### config.mk
export PLATFORM = sky130hd
export DESIGN_NAME = seg7_scan_driver
export DESIGN_NICKNAME = d
export VERILOG_FILES = /design/src/rtl/seg7_pkg.sv /design/src/rtl/seg7_digit_dec.sv /design/src/rtl/seg7_scan_driver.sv
export SDC_FILE = /design/constraint.sdc
export NUM_CORES = 1
export LEC_CHECK = 0
export CAP_MARGIN = 20
export CORE_ASPECT_RATIO = 1.1
export CORE_MARGIN = 1
export CORE_UTILIZATION = 40
export DETAILED_ROUTE_END_ITERATION = 16
export GPL_ROUTABILITY_DRIVEN = 0
export GPL_TIMING_DRIVEN = 0
export SYNTH_ARGS = -nofsm -noshare
export SYNTH_HDL_FRONTEND = slang
export SYNTH_SLANG_ARGS = --single-unit
### constraint.sdc
create_clock -name CLK -period 2.3 [get_ports CLK]
set_input_delay 0.23 -clock CLK [delete_from_list [all_inputs] [get_ports CLK]]
set_output_delay 0.23 -clock CLK [all_outputs]
set_load 0.005 [all_outputs]
### src/rtl/seg7_pkg.sv
// Segment encoding shared by the 7-segment scan driver and its digit decoder.
// Codes are active-low: bit 7 = DP, bits 6:0 = g..a.
package seg7_pkg;

    localparam logic [7:0] SEG_BLANK = 8'hFF;

    localparam logic [7:0] SEG_CODES [16] = '{
        8'hC0, 8'hF9, 8'hA4, 8'hB0, 8'h99, 8'h92, 8'h82, 8'hD8,
        8'h80, 8'h90, 8'h88, 8'h83, 8'hC6, 8'hA1, 8'h86, 8'h8E
    };

    function automatic logic [7:0] seg7_code(input logic [3:0] nibble, input logic dp);
        logic [7:0] code;
        code    = SEG_CODES[nibble];
        code[7] = code[7] & ~dp;
        return code;
    endfunction

endpackage

### src/rtl/seg7_digit_dec.sv
// Single-digit decoder: hex nibble plus decimal point to active-low segments.
// Purely combinational; a blanked digit keeps its decimal point.
module seg7_digit_dec
    import seg7_pkg::*;
(
    input  logic [3:0] nibble,
    input  logic       dp,
    input  logic       blank,
    output logic [7:0] code
);

    always_comb begin
        code = seg7_code(nibble, dp);
        if (blank) begin
            code = {~dp, SEG_BLANK[6:0]};
        end
    end

endmodule

### src/rtl/seg7_scan_driver.sv
// Time-multiplexed N-digit common-anode display driver with LZ blanking and blink.
// HEX/DIGIT_SEL/FRAME are registered: one cycle behind the scan index and level inputs.
module seg7_scan_driver
    import seg7_pkg::*;
#(
    parameter int NUM_DIGITS   = 4,
    parameter int SCAN_DIV     = 50000,
    parameter int BLINK_FRAMES = 64
) (
    input  logic                    CLK,
    input  logic                    RST,
    input  logic [4*NUM_DIGITS-1:0] DIN,
    input  logic [NUM_DIGITS-1:0]   DP,
    input  logic [NUM_DIGITS-1:0]   BLINK,
    input  logic                    LOAD,
    input  logic                    EN,
    input  logic                    BLANK_LZ,
    output logic [7:0]              HEX,
    output logic [NUM_DIGITS-1:0]   DIGIT_SEL,
    output logic                    FRAME
);

    localparam int IDX_W = $clog2(NUM_DIGITS);
    localparam int CNT_W = $clog2(SCAN_DIV);
    localparam int FC_W  = (BLINK_FRAMES > 1) ? $clog2(BLINK_FRAMES) : 1;

    localparam logic [CNT_W-1:0] CNT_LAST = CNT_W'(SCAN_DIV - 1);
    localparam logic [IDX_W-1:0] IDX_LAST = IDX_W'(NUM_DIGITS - 1);
    localparam logic [FC_W-1:0]  FC_LAST  = FC_W'(BLINK_FRAMES - 1);

    logic [CNT_W-1:0]        scan_cnt_q, scan_cnt_d;
    logic [IDX_W-1:0]        dig_idx_q, dig_idx_d;
    logic [FC_W-1:0]         frame_cnt_q, frame_cnt_d;
    logic                    blink_on_q, blink_on_d;

    logic [4*NUM_DIGITS-1:0] pend_din_q, pend_din_d;
    logic [NUM_DIGITS-1:0]   pend_dp_q, pend_dp_d;
    logic [NUM_DIGITS-1:0]   pend_blink_q, pend_blink_d;
    logic [4*NUM_DIGITS-1:0] disp_din_q, disp_din_d;
    logic [NUM_DIGITS-1:0]   disp_dp_q, disp_dp_d;
    logic [NUM_DIGITS-1:0]   disp_blink_q, disp_blink_d;

    logic [7:0]              hex_q, hex_d;
    logic [NUM_DIGITS-1:0]   sel_q, sel_d;
    logic                    frame_q, frame_d;

    logic                    scan_last;
    logic                    boundary;
    logic [3:0]              cur_nib;
    logic                    cur_dp;
    logic                    cur_blink;
    logic                    cur_lz;
    logic [NUM_DIGITS-1:0]   lz_mask;
    logic                    zero_run;
    logic [7:0]              dec_code;

    // A digit is LZ-blanked when it and every digit above it are zero; digit 0 never is.
    always_comb begin
        lz_mask  = '0;
        zero_run = 1'b1;
        for (int i = NUM_DIGITS - 1; i >= 1; i--) begin
            zero_run   = zero_run & (disp_din_q[4*i +: 4] == 4'h0);
            lz_mask[i] = zero_run;
        end
    end

    always_comb begin
        cur_nib   = disp_din_q[{dig_idx_q, 2'b00} +: 4];
        cur_dp    = disp_dp_q[dig_idx_q];
        cur_blink = disp_blink_q[dig_idx_q];
        cur_lz    = BLANK_LZ & lz_mask[dig_idx_q];
    end

    seg7_digit_dec u_dec (
        .nibble (cur_nib),
        .dp     (cur_dp),
        .blank  (cur_lz),
        .code   (dec_code)
    );

    always_comb begin
        scan_cnt_d   = scan_cnt_q;
        dig_idx_d    = dig_idx_q;
        frame_cnt_d  = frame_cnt_q;
        blink_on_d   = blink_on_q;
        pend_din_d   = pend_din_q;
        pend_dp_d    = pend_dp_q;
        pend_blink_d = pend_blink_q;
        disp_din_d   = disp_din_q;
        disp_dp_d    = disp_dp_q;
        disp_blink_d = disp_blink_q;
        hex_d        = dec_code;
        sel_d        = ~(NUM_DIGITS'(1) << dig_idx_q);

        scan_last = (scan_cnt_q == CNT_LAST);
        boundary  = scan_last && (dig_idx_q == IDX_LAST);
        frame_d   = boundary;

        if (scan_last) begin
            scan_cnt_d = '0;
            dig_idx_d  = (dig_idx_q == IDX_LAST) ? '0 : dig_idx_q + 1'b1;
        end else begin
            scan_cnt_d = scan_cnt_q + 1'b1;
        end

        // Display always takes the value pending before this edge, so a LOAD
        // landing on the boundary is deferred a full frame.
        if (boundary) begin
            disp_din_d   = pend_din_q;
            disp_dp_d    = pend_dp_q;
            disp_blink_d = pend_blink_q;
            if (frame_cnt_q == FC_LAST) begin
                frame_cnt_d = '0;
                blink_on_d  = ~blink_on_q;
            end else begin
                frame_cnt_d = frame_cnt_q + 1'b1;
            end
        end

        if (LOAD) begin
            pend_din_d   = DIN;
            pend_dp_d    = DP;
            pend_blink_d = BLINK;
        end

        if (!EN) begin
            hex_d = SEG_BLANK;
            sel_d = '1;
        end else if (!blink_on_q && cur_blink) begin
            hex_d = SEG_BLANK;
        end
    end

    always_ff @(posedge CLK) begin
        if (RST) begin
            scan_cnt_q   <= '0;
            dig_idx_q    <= '0;
            frame_cnt_q  <= '0;
            blink_on_q   <= 1'b1;
            pend_din_q   <= '0;
            pend_dp_q    <= '0;
            pend_blink_q <= '0;
            disp_din_q   <= '0;
            disp_dp_q    <= '0;
            disp_blink_q <= '0;
            hex_q        <= SEG_BLANK;
            sel_q        <= '1;
            frame_q      <= 1'b0;
        end else begin
            scan_cnt_q   <= scan_cnt_d;
            dig_idx_q    <= dig_idx_d;
            frame_cnt_q  <= frame_cnt_d;
            blink_on_q   <= blink_on_d;
            pend_din_q   <= pend_din_d;
            pend_dp_q    <= pend_dp_d;
            pend_blink_q <= pend_blink_d;
            disp_din_q   <= disp_din_d;
            disp_dp_q    <= disp_dp_d;
            disp_blink_q <= disp_blink_d;
            hex_q        <= hex_d;
            sel_q        <= sel_d;
            frame_q      <= frame_d;
        end
    end

    assign HEX       = hex_q;
    assign DIGIT_SEL = sel_q;
    assign FRAME     = frame_q;

endmodule

Word-level counts from Yosys, hierarchy flattened
Memories as Yosys holds them, arrays and structs flattened.
Cells that the tools add are included.
{"block": "op_classes", "add_sub_neg": 3, "n_lt_le_gt_ge": 2, "n_eq_ne": 3, "shifts": 2, "muxes": 11, "bitwise_logic": 9, "n_reduce_logical": 11}
{"cell": "8-bit 2-to-1 mux", "n": 3}
{"cell": "16-bit by 1-bit adder with 16-bit output, second input constant", "n": 1}
{"cell": "16-bit equality test, second input constant", "n": 1}
{"cell": "16-bit by 5-bit variable part select with 4-bit output", "n": 1}
{"cell": "4-bit zero test", "n": 3}
{"cell": "6-bit by 1-bit adder with 6-bit output, second input constant", "n": 1}
{"cell": "1-bit binary-select mux with 2-bit select", "n": 3}
{"cell": "6-bit equality test, second input constant", "n": 1}
{"cell": "6-bit 2-to-1 mux", "n": 1}
{"cell": "5-bit greater-or-equal comparator, second input constant", "n": 1}
{"cell": "4-bit NOT with 5-bit output", "n": 1}
{"cell": "1-bit AND", "n": 4}
{"cell": "4-bit NOT", "n": 1}
{"cell": "2-bit OR reduction", "n": 2}
{"cell": "4-bit OR reduction", "n": 1}
{"cell": "1-bit by 2-bit << shifter with 4-bit output, first input constant", "n": 1}
{"cell": "2-bit by 3-bit < comparator with 1-bit output, second input constant", "n": 1}
{"cell": "1-bit 2-to-1 mux", "n": 3}
{"cell": "1-bit NOT", "n": 3}
{"cell": "3-bit OR reduction", "n": 1}
{"cell": "2-bit by 1-bit adder with 2-bit output, second input constant", "n": 1}
{"cell": "2-bit equality test, second input constant", "n": 1}
{"cell": "1-bit logical AND", "n": 2}
{"cell": "2-bit 2-to-1 mux", "n": 1}
{"cell": "other kinds (2)", "n": 2}
{"block": "totals", "register_bits": 86, "mem_bits_ro": 128, "in_bits": 29, "output_inout_bits": 13, "memories": 1}
{"name": "(name not given)", "depth": 16, "width": 8, "read_ports": 1, "rd_ports_with_merged_regs": 0, "wr": 0, "line_no": "seg7_pkg.sv:14", "rtl": "code = SEG_CODES[nibble];"}

Logic depth before layout (Yosys ltp)
Gate-level depths: netlist (run 1).
{"block": "logic_depth", "word_depth": 7, "ltp_mapped": 8, "mapped_depth_nobuf": 7}

Hierarchy
Synthesis (run 1) repeated with hierarchy kept, for this count alone.
{"block": "hier_totals", "cells_unflattened": 345, "hier_area_um2": 3584.7}
{"module": "seg7_scan_driver", "instances": 1, "cells_per_inst": 311, "area_each_um2": 3306.9, "seq_area_each_um2": 1721.7}
{"module": "seg7_digit_dec", "instances": 1, "cells_per_inst": 34, "area_each_um2": 277.8, "seq_area_each_um2": 0.0}

Worst setup path after synthesis (run 1)
No wires, ideal clock.
{"block": "synth_timing", "path_type": "register to register", "from": "register dig_idx_q[0]", "to": "register hex_q[3] (netlist: HEX[3])", "setup_time_ps": 132, "arrival_ps": 2001, "t_required_ps": 2168, "path_slack_ps": 167, "path_stages_with_launch": 6, "cell_sequence": "dfxtp_1 -> buf_2 -> mux4_2 -> ha_1 -> mux4_2 -> nand2b_1"}
{"block": "synth_via", "elab_chain_cells": 5, "word_cells_on_any_way": 12, "classes_between": "shift: 1; mux: 6; bitwise: 2; reduce/logical: 2; memory: 1"}
{"element": "start: declaration", "line_no": "seg7_scan_driver.sv:32", "rtl": "logic [IDX_W-1:0] dig_idx_q, dig_idx_d;"}
{"element": "start signal: assignment", "line_no": "seg7_scan_driver.sv:151", "rtl": "dig_idx_q <= dig_idx_d;"}
{"element": "16-bit by 5-bit variable part select with 4-bit output", "line_no": "seg7_scan_driver.sv:68", "rtl": "cur_nib = disp_din_q[{dig_idx_q, 2'b00} +: 4];"}
{"element": "4-bit NOT with 5-bit output (not written as such)", "line_no": "seg7_pkg.sv:14"}
{"element": "memory 16 x 8 bit"}
{"element": "8-bit 2-to-1 mux (not written as such) (2 in a row)", "line_no": "seg7_pkg.sv:14"}
{"element": "end signal: assignment", "line_no": "seg7_scan_driver.sv:146", "rtl": "hex_q <= SEG_BLANK;"}
{"element": "end signal: assignment", "line_no": "seg7_scan_driver.sv:160", "rtl": "hex_q <= hex_d;"}
{"element": "end: declaration", "line_no": "seg7_scan_driver.sv:43", "rtl": "logic [7:0] hex_q, hex_d;"}
Parallel ways exist; a longest one is shown, timed or not. The select of a mux whose other input is x is not followed.
A chain may end at the register's enable or synchronous reset.

Final worst setup path (run 1)
Same ends and word-level chain as after synthesis.

==> reports/qor.txt, run 1 <==
Result of the run -> finished, final reports clean
Most common library cell in the layout ignoring fill and taps -> sky130_fd_sc_hd__dfxtp_1
Area of the multi-input gates -> 1708 um2
Leading cell types in the layout, fill and taps excluded -> sky130_fd_sc_hd__dfxtp_1, sky130_fd_sc_hd__nor2_1, sky130_fd_sc_hd__clkdlybuf4s50_1, sky130_fd_sc_hd__mux2i_1, sky130_fd_sc_hd__a22o_1
Hold_buf cts -> 0
Pin count of the biggest net entering global routing -> 16
First drt pass iteration count -> 4
Post-layout net count -> 430
Sequential power share -> 0.554
Detail-routed net length per standard cell -> 14.04 um
Power density over the cells -> 644.8 nW/um2
Minimum hold slack -> 0.2958 ns
Area growth from synthesis to layout -> 23.78%
Unrepaired setup endpoints after global routing -> yes
Chip height -> 99.95 um
Flop and latch count out of synthesis -> 86
Fill cell instance count of the final layout -> 783
Post-route core utilization -> 0.5135
Vias/cell -> 4.923
Number of antenna repair diodes -> 0
Kind of launch point of the worst setup path -> flop
Maximum buffer depth of the clock tree -> 2
Total number of vias -> 2486
Max-slew violation count -> 0
Worst-path maximum fanout -> 9
Relative contribution of the clock network to total power -> 0.390
I/O pin count -> 42
Routed wire length -> 7091 um
Hold Path Class -> in2reg
Port-buffer cells -> 39
Post-synth net total -> 375
Area of the core region -> 8408 um2
Final setup violation count -> 0
Max capacitance violation total -> 0
Area enclosed by the die boundary -> 9099 um2
Static leakage -> 1.700 nW
Post-DRT Antenna Nets -> 0
First-pass GRT wire length -> 11880 um
Number of distinct library cells after synthesis -> 42
Synthesis warning total -> 0
DRC violation count after routing -> 0
Overall Global Routing Usage -> 0.1670
Post-route standard cell area excluding fillers -> 4318 um2
Average cell area after synthesis -> 10.44 um2
Count of routing violations after the opening detailed-route iteration -> 80
Share of the clock period used by the worst path after layout -> 0.9553
Row cnt -> 35
Skew final -> 0.01271 ns
Netlist area before placement -> 3488 um2
Slew @ Worst Pin -> 0.7260 ns
Main synth FF type -> sky130_fd_sc_hd__dfxtp_1
CTS tree -> done
Type of the setup path with the least slack -> reg2reg
Number of global-route vias before repair -> 2382
FF/Latch Area -> 1725 um2
Die X -> 91.04 um
TritonCTS Buffers -> 9
Part of the total power dissipated in combinational logic -> 0.056
Final total power -> 0.002784 W
Final count of hold timing violations -> 0
Clock-pin slew reported for the worst setup and hold paths after clock tree synthesis -> 0.08 ns
Initial antenna violation count -> 0
DP HPWL -> 5030 um
Net switching power -> 0.0006382 W
Residual overflow from global routing -> 0
Share of cells above drive strength 1 -> 0.1396
Accumulated negative setup slack -> 0 ns
Instance area at placement -> 4018 um2
Starting density of the core -> 0.4149
Final period demand of the worst path -> 2.197 ns
Number of cells produced by synthesis -> 334
H-tree lvl count -> 3
Signal arrival time at the worst endpoint -> 2.43 ns
Max Clock Freq -> 455.1 MHz
Tightest slew margin relative to the limit -> 0.5160
Number of synthesized flops with an enable pin -> 0
Switching share of power -> 0.2292
Cell-internal power -> 0.002146 W
Clock insertion delay at the later pin of the skew report -> 0.36 ns
Post-synthesis sequential area ratio -> 0.4935
Buffer type at the clock tree root -> sky130_fd_sc_hd__clkbuf_8
Async set or reset register ratio after synthesis -> 0
Required time worst endpoint -> 2.54 ns
CP Capture Type -> flop
Clock sink count -> 86
Max VDD drop -> 0.3463 mV
## synth_stat cells (all sizes together) (4+ instances only)
cell,n,area share
nand3,11,0.016
mux2i,30,0.086
xnor2,8,0.020
dfxtp,86,0.49
mux2,5,0.016
a22o,25,0.063
ha,12,0.043
nor2,53,0.058
clkbuf,9,0.0097
inv,7,0.0075
xor2,10,0.025
buf,7,0.0097
mux4,5,0.032
a21oi,9,0.013
nand2,16,0.018
o21ai,4,0.0057
## worst max-delay path, stage by stage, from the launching register on
cell	delay, ns
sky130_fd_sc_hd__dfxtp_1	0.38
sky130_fd_sc_hd__buf_6	0.18
sky130_fd_sc_hd__mux4_2	0.58
sky130_fd_sc_hd__inv_1	0.17
sky130_fd_sc_hd__ha_1	0.16
sky130_fd_sc_hd__inv_1	0.04
sky130_fd_sc_hd__mux4_2	0.43
sky130_fd_sc_hd__nand2b_1	0.15
## flip-flops by register name, summed over array words and instances, names as in the netlist, 2 cells and up
name,cells
dig_idx_q,2
scan_cnt_q,16
disp_blink_q,4
pend_blink_q,4
pend_din_q,16
pend_dp_q,4
frame_cnt_q,6
disp_dp_q,4
disp_din_q,16
HEX,8
DIGIT_SEL,4
## kinds of logic (layout without fill, tap and decap cells)
logic type,count (synthesis),after routing,share of synthesized area
AO/OA/AOI/OAI,48,48,0.1040
buffers and inverters,24,84,0.02798
multiplexers,40,40,0.1345
adder cells (fa/ha/maj),12,12,0.04304
flip-flops,86,86,0.4935
AND/OR/NAND/NOR,106,106,0.1517
XOR/XNOR,18,18,0.04519
## what timing repair did
| action | in CTS | in global routing |
|---|---|---|
| resized for setup | 6 | 13 |
| setup endpoints to repair | 27 | 26 |
| hold endpoints to repair | 0 | 0 |
| setup buffers | 2 | 3 |
| gates cloned | 0 | 0 |
| pin swaps | 1 | 5 |
## power groups by stage
stage	Clock (W)	Sequential [W]	Combinational, W
after floorplan	0	0.00157	0.0000755
after global placement	0	0.00158	0.000155
after detailed placement	0	0.00158	0.000156
after CTS	0.00111	0.00154	0.000158
after global routing	0.00118	0.00155	0.000173
final	0.00109	0.00154	0.000156
## worst paths after layout
check	startpoint	to	slack, ns	depth (start not counted)
worst max register to register	dig_idx_q[0]$_SDFFE_PP0N_	HEX[3]$_SDFF_PP1_	0.10	7
worst min-delay path	RST	frame_cnt_q[5]$_SDFFE_PP0P_	0.30	2
worst min register to register	pend_din_q[13]$_SDFFE_PP0P_	disp_din_q[13]$_SDFFE_PP0P_	0.47	1
worst max-delay path	dig_idx_q[0]$_SDFFE_PP0N_	HEX[3]$_SDFF_PP1_	0.10	7
## per-stage QoR
step	setup WS, ns	instances
4_1_cts	0.001912	502
2_1_floorplan	0.1671	334
3_3_place_gp	-0.1162	484
5_1_grt	-0.009386	505
6_report	0.1028	505
3_5_place_dp	-0.1390	484
## cell type report
class | instances | share of cell area
multi-input cells | 224 | 0.3955
plain buffers | 16 | 0.01826
well taps | 111 | 0.03216
repair buffers | 44 | 0.09910
clock inverters | 6 | 0.01623
inverters | 8 | 0.007244
clock buffers | 10 | 0.03187
flip-flops and latches | 86 | 0.3996
## routing by layer
metal / wire (um) / up-vias / global-route usage
met5: 0 / - / 0
met4: 184 / 0 / 0.08669
met3: 309 / 14 / 0.03409
met2: 3121 / 55 / 0.2564
met1: 3476 / 1129 / 0.2234
li1: - / 1288 / -
Power figures use the tool's default switching activity.
==> inputs of run 2 (changes only) <==
--- a/config.mk
+++ b/config.mk
@@ -9,6 +9,7 @@
 export CORE_ASPECT_RATIO = 1.1
 export CORE_MARGIN = 1
 export CORE_UTILIZATION = 40
+export CTS_CLUSTER_SIZE = 40
 export DETAILED_ROUTE_END_ITERATION = 16
 export GPL_ROUTABILITY_DRIVEN = 0
 export GPL_TIMING_DRIVEN = 0
==> results of run 2 <==
No change in the layout: final DEF, timing and power equal those of run 1.
==> inputs of run 3 (changes only) <==
--- a/config.mk
+++ b/config.mk
@@ -5,6 +5,7 @@
 export SDC_FILE = /design/constraint.sdc
 export NUM_CORES = 1
 export LEC_CHECK = 0
+export ABC_CLOCK_PERIOD_IN_PS = 2300
 export CAP_MARGIN = 20
 export CORE_ASPECT_RATIO = 1.1
 export CORE_MARGIN = 1
@@ -13,6 +14,7 @@
 export DETAILED_ROUTE_END_ITERATION = 16
 export GPL_ROUTABILITY_DRIVEN = 0
 export GPL_TIMING_DRIVEN = 0
+export REMOVE_ABC_BUFFERS = 1
 export SYNTH_ARGS = -nofsm -noshare
 export SYNTH_HDL_FRONTEND = slang
 export SYNTH_SLANG_ARGS = --single-unit
==> reports/qor.txt, run 3 (synthesis results as in run 1) <==
Maximum buffer depth of the clock tree -> 2
Detail-routed net length per standard cell -> 13.70 um
Row cnt -> 35
Endpoint of the worst-slack reg-to-reg timing path -> frame_cnt_q[3]$_SDFFE_PP0P_
Share of the clock period used by the worst path after layout -> 0.9435
Dominant delay contributor by cell family on the critical path -> simple AND/OR/NAND/NOR gates
Skew final -> 0.01374 ns
Clock-pin slew reported for the worst setup and hold paths after clock tree synthesis -> 0.10 ns
Starting density of the core -> 0.4149
Area growth from synthesis to layout -> 24.07%
Worst reg2reg startpoint -> scan_cnt_q[11]$_SDFF_PP0_
Max VDD drop -> 0.3228 mV
H-tree lvl count -> 3
Count of routing violations after the opening detailed-route iteration -> 98
Cell-by-cell trace of the critical path -> or4b_4 -> nor4_4 -> nand2_4 -> or4b_1 -> a21oi_1
Clock sink count -> 86
Critical hold path startpoint -> DIN[10]
Net switching power -> 0.0006810 W
R2R Setup Slk -> 0.13 ns
Endpoint with the worst hold slack -> pend_din_q[10]$_SDFFE_PP0P_
I/O pin count -> 42
Final setup violation count -> 0
Registers with the highest flip-flop counts -> disp_din_q: 16 flops, pend_din_q: 16 flops, scan_cnt_q: 16 flops
First-pass GRT wire length -> 11360 um
Overall Global Routing Usage -> 0.1594
Number of antenna repair diodes -> 0
Unrepaired setup endpoints after global routing -> no
Hold_buf cts -> 0
Area of the core region -> 8408 um2
Post-DRT Antenna Nets -> 0
Vias/cell -> 5.091
Number of global-route vias before repair -> 2278
Required time worst endpoint -> 2.58 ns
DRC violation count after routing -> 0
WP buf/inv -> 0
Cell-internal power -> 0.002145 W
Most common library cell in the layout ignoring fill and taps -> sky130_fd_sc_hd__dfxtp_1
Relative contribution of the clock network to total power -> 0.398
Worst hold path depth -> 3
DP HPWL -> 4529 um
Buffer type at the clock tree root -> sky130_fd_sc_hd__clkbuf_8
Finished Layout Cells -> 493
Final count of hold timing violations -> 0
Part of the total power dissipated in combinational logic -> 0.057
Standard cell with the maximum stage delay on the critical path -> sky130_fd_sc_hd__or4b_4
Port-buffer cells -> 41
Max-slew violation count -> 0
Static leakage -> 1.698 nW
Instance count after placement with tap cells included -> 473
Signal arrival time at the worst endpoint -> 2.45 ns
Max capacitance violation total -> 0
TritonCTS Buffers -> 9
Slew @ Worst Pin -> 1.024 ns
Pin count of the biggest net entering global routing -> 22
Final period demand of the worst path -> 2.170 ns
Die X -> 91.04 um
Type of the setup path with the least slack -> reg2reg
Power density over the cells -> 653.0 nW/um2
Accumulated negative setup slack -> 0 ns
Worst-path maximum fanout -> 5
Initial antenna violation count -> 0
Clock insertion delay at the later pin of the skew report -> 0.36 ns
Total number of vias -> 2510
Residual overflow from global routing -> 0
First drt pass iteration count -> 4
Max stage delay on crit path -> 0.57 ns
Switching share of power -> 0.2410
Routed wire length -> 6756 um
Max Clock Freq -> 460.8 MHz
Hold Path Class -> in2reg
Result of the run -> finished, final reports clean
Leading cell types in the layout, fill and taps excluded -> sky130_fd_sc_hd__dfxtp_1, sky130_fd_sc_hd__nor2_1, sky130_fd_sc_hd__clkdlybuf4s50_1, sky130_fd_sc_hd__mux2i_1, sky130_fd_sc_hd__a22o_1
Fill cell instance count of the final layout -> 798
Depth of the most critical reg-to-reg path -> 5
Sequential power share -> 0.545
Area enclosed by the die boundary -> 9099 um2
Kind of launch point of the worst setup path -> flop
Post-layout net count -> 418
CTS tree -> done
Tightest slew margin relative to the limit -> 0.3173
Chip height -> 99.95 um
Share of cells above drive strength 1 -> 0.1283
CP Capture Type -> flop
run 3: cell count changes in the layout (fill, tap and decap cells not counted), sizes merged:
cell | before | now
clkinv | 2 | 0
dlygate4sd2 | 0 | 1
clkbuf | 20 | 9
inv | 8 | 12
buf | 11 | 6
clkinvlp | 3 | 2
nor2 | 53 | 54
clkdlybuf4s50 | 39 | 40
run 3: through the flow:
| step | setup WS (ns) | hold WS (ns) | util | total power, W | instance area [um2] |
|---|---|---|---|---|---|
| after CTS | 0.02410 | 0.4596 | 0.5098 | 0.002863 | 4287 |
| after detailed placement | -0.4936 | 0.4484 | 0.4795 | 0.001739 | 4031 |
| after global placement | -1.478 | 0.4452 | 0.4722 | 0.001727 | 3970 |
| after global routing | 0.009320 | 0.4669 | 0.5147 | 0.002957 | 4328 |
| after floorplan | -0.1332 | 0.2991 | - | 0.001630 | 3421 |
| final | 0.1299 | 0.4691 | 0.5147 | 0.002826 | 4328 |
run 3: worst max-delay path by stage:
stage                                          from                          end  slack [ns]  cells after the start
final                     scan_cnt_q[11]$_SDFF_PP0_  frame_cnt_q[3]$_SDFFE_PP0P_        0.13                      5
after CTS                 dig_idx_q[0]$_SDFFE_PP0N_            HEX[0]$_SDFF_PP1_        0.02                      7
after global routing      scan_cnt_q[10]$_SDFF_PP0_  frame_cnt_q[3]$_SDFFE_PP0P_       0.009                      5
after floorplan           dig_idx_q[0]$_SDFFE_PP0N_            HEX[3]$_SDFF_PP1_       -0.13                      4
after global placement                          RST    disp_dp_q[0]$_SDFFE_PP0P_       -1.48                      3
after detailed placement                        RST            HEX[2]$_SDFF_PP1_       -0.49                      5
run 3: power by group through the flow:
stage / clock network, W / registers [W] / logic (W)
final: 0.00112 / 0.00154 / 0.000161
after global routing: 0.00123 / 0.00155 / 0.000177
after floorplan: 0 / 0.00157 / 0.0000562
after CTS: 0.00116 / 0.00154 / 0.000163
after global placement: 0 / 0.00158 / 0.000150
after detailed placement: 0 / 0.00158 / 0.000162
run 3: final cells by class:
class	instances	area, um2	area share
repair buffers	47	489.2	0.1130
well taps	111	138.9	0.03209
flip-flops and latches	86	1727	0.3990
multi-input cells	225	1729	0.3995
inverters	8	33.78	0.007806
clock inverters	7	86.33	0.01995
clock buffers	9	123.9	0.02862
run 3: what timing repair did:
item	4_1_cts	5_1_grt
gates resized for setup	8	7
pin swaps	0	1
cloned	1	0
setup buffers	1	2
endpoints found under the setup margin	33	8
run 3: worst register-to-register path, stage by stage, from the launching register on:
cell	delay, ns
sky130_fd_sc_hd__dfxtp_1	0.36
sky130_fd_sc_hd__or4b_4	0.57
sky130_fd_sc_hd__nor4_4	0.40
sky130_fd_sc_hd__nand2_4	0.11
sky130_fd_sc_hd__or4b_1	0.51
sky130_fd_sc_hd__a21oi_1	0.15
run 3: metal layers:
| metal | up-vias | GRT usage | routed length [um] |
|---|---|---|---|
| met5 | - | 0 | 0 |
| met2 | 60 | 0.2354 | 3018 |
| met3 | 13 | 0.03409 | 245 |
| li1 | 1271 | - | - |
| met1 | 1166 | 0.2179 | 3327 |
| met4 | 0 | 0.08669 | 163 |
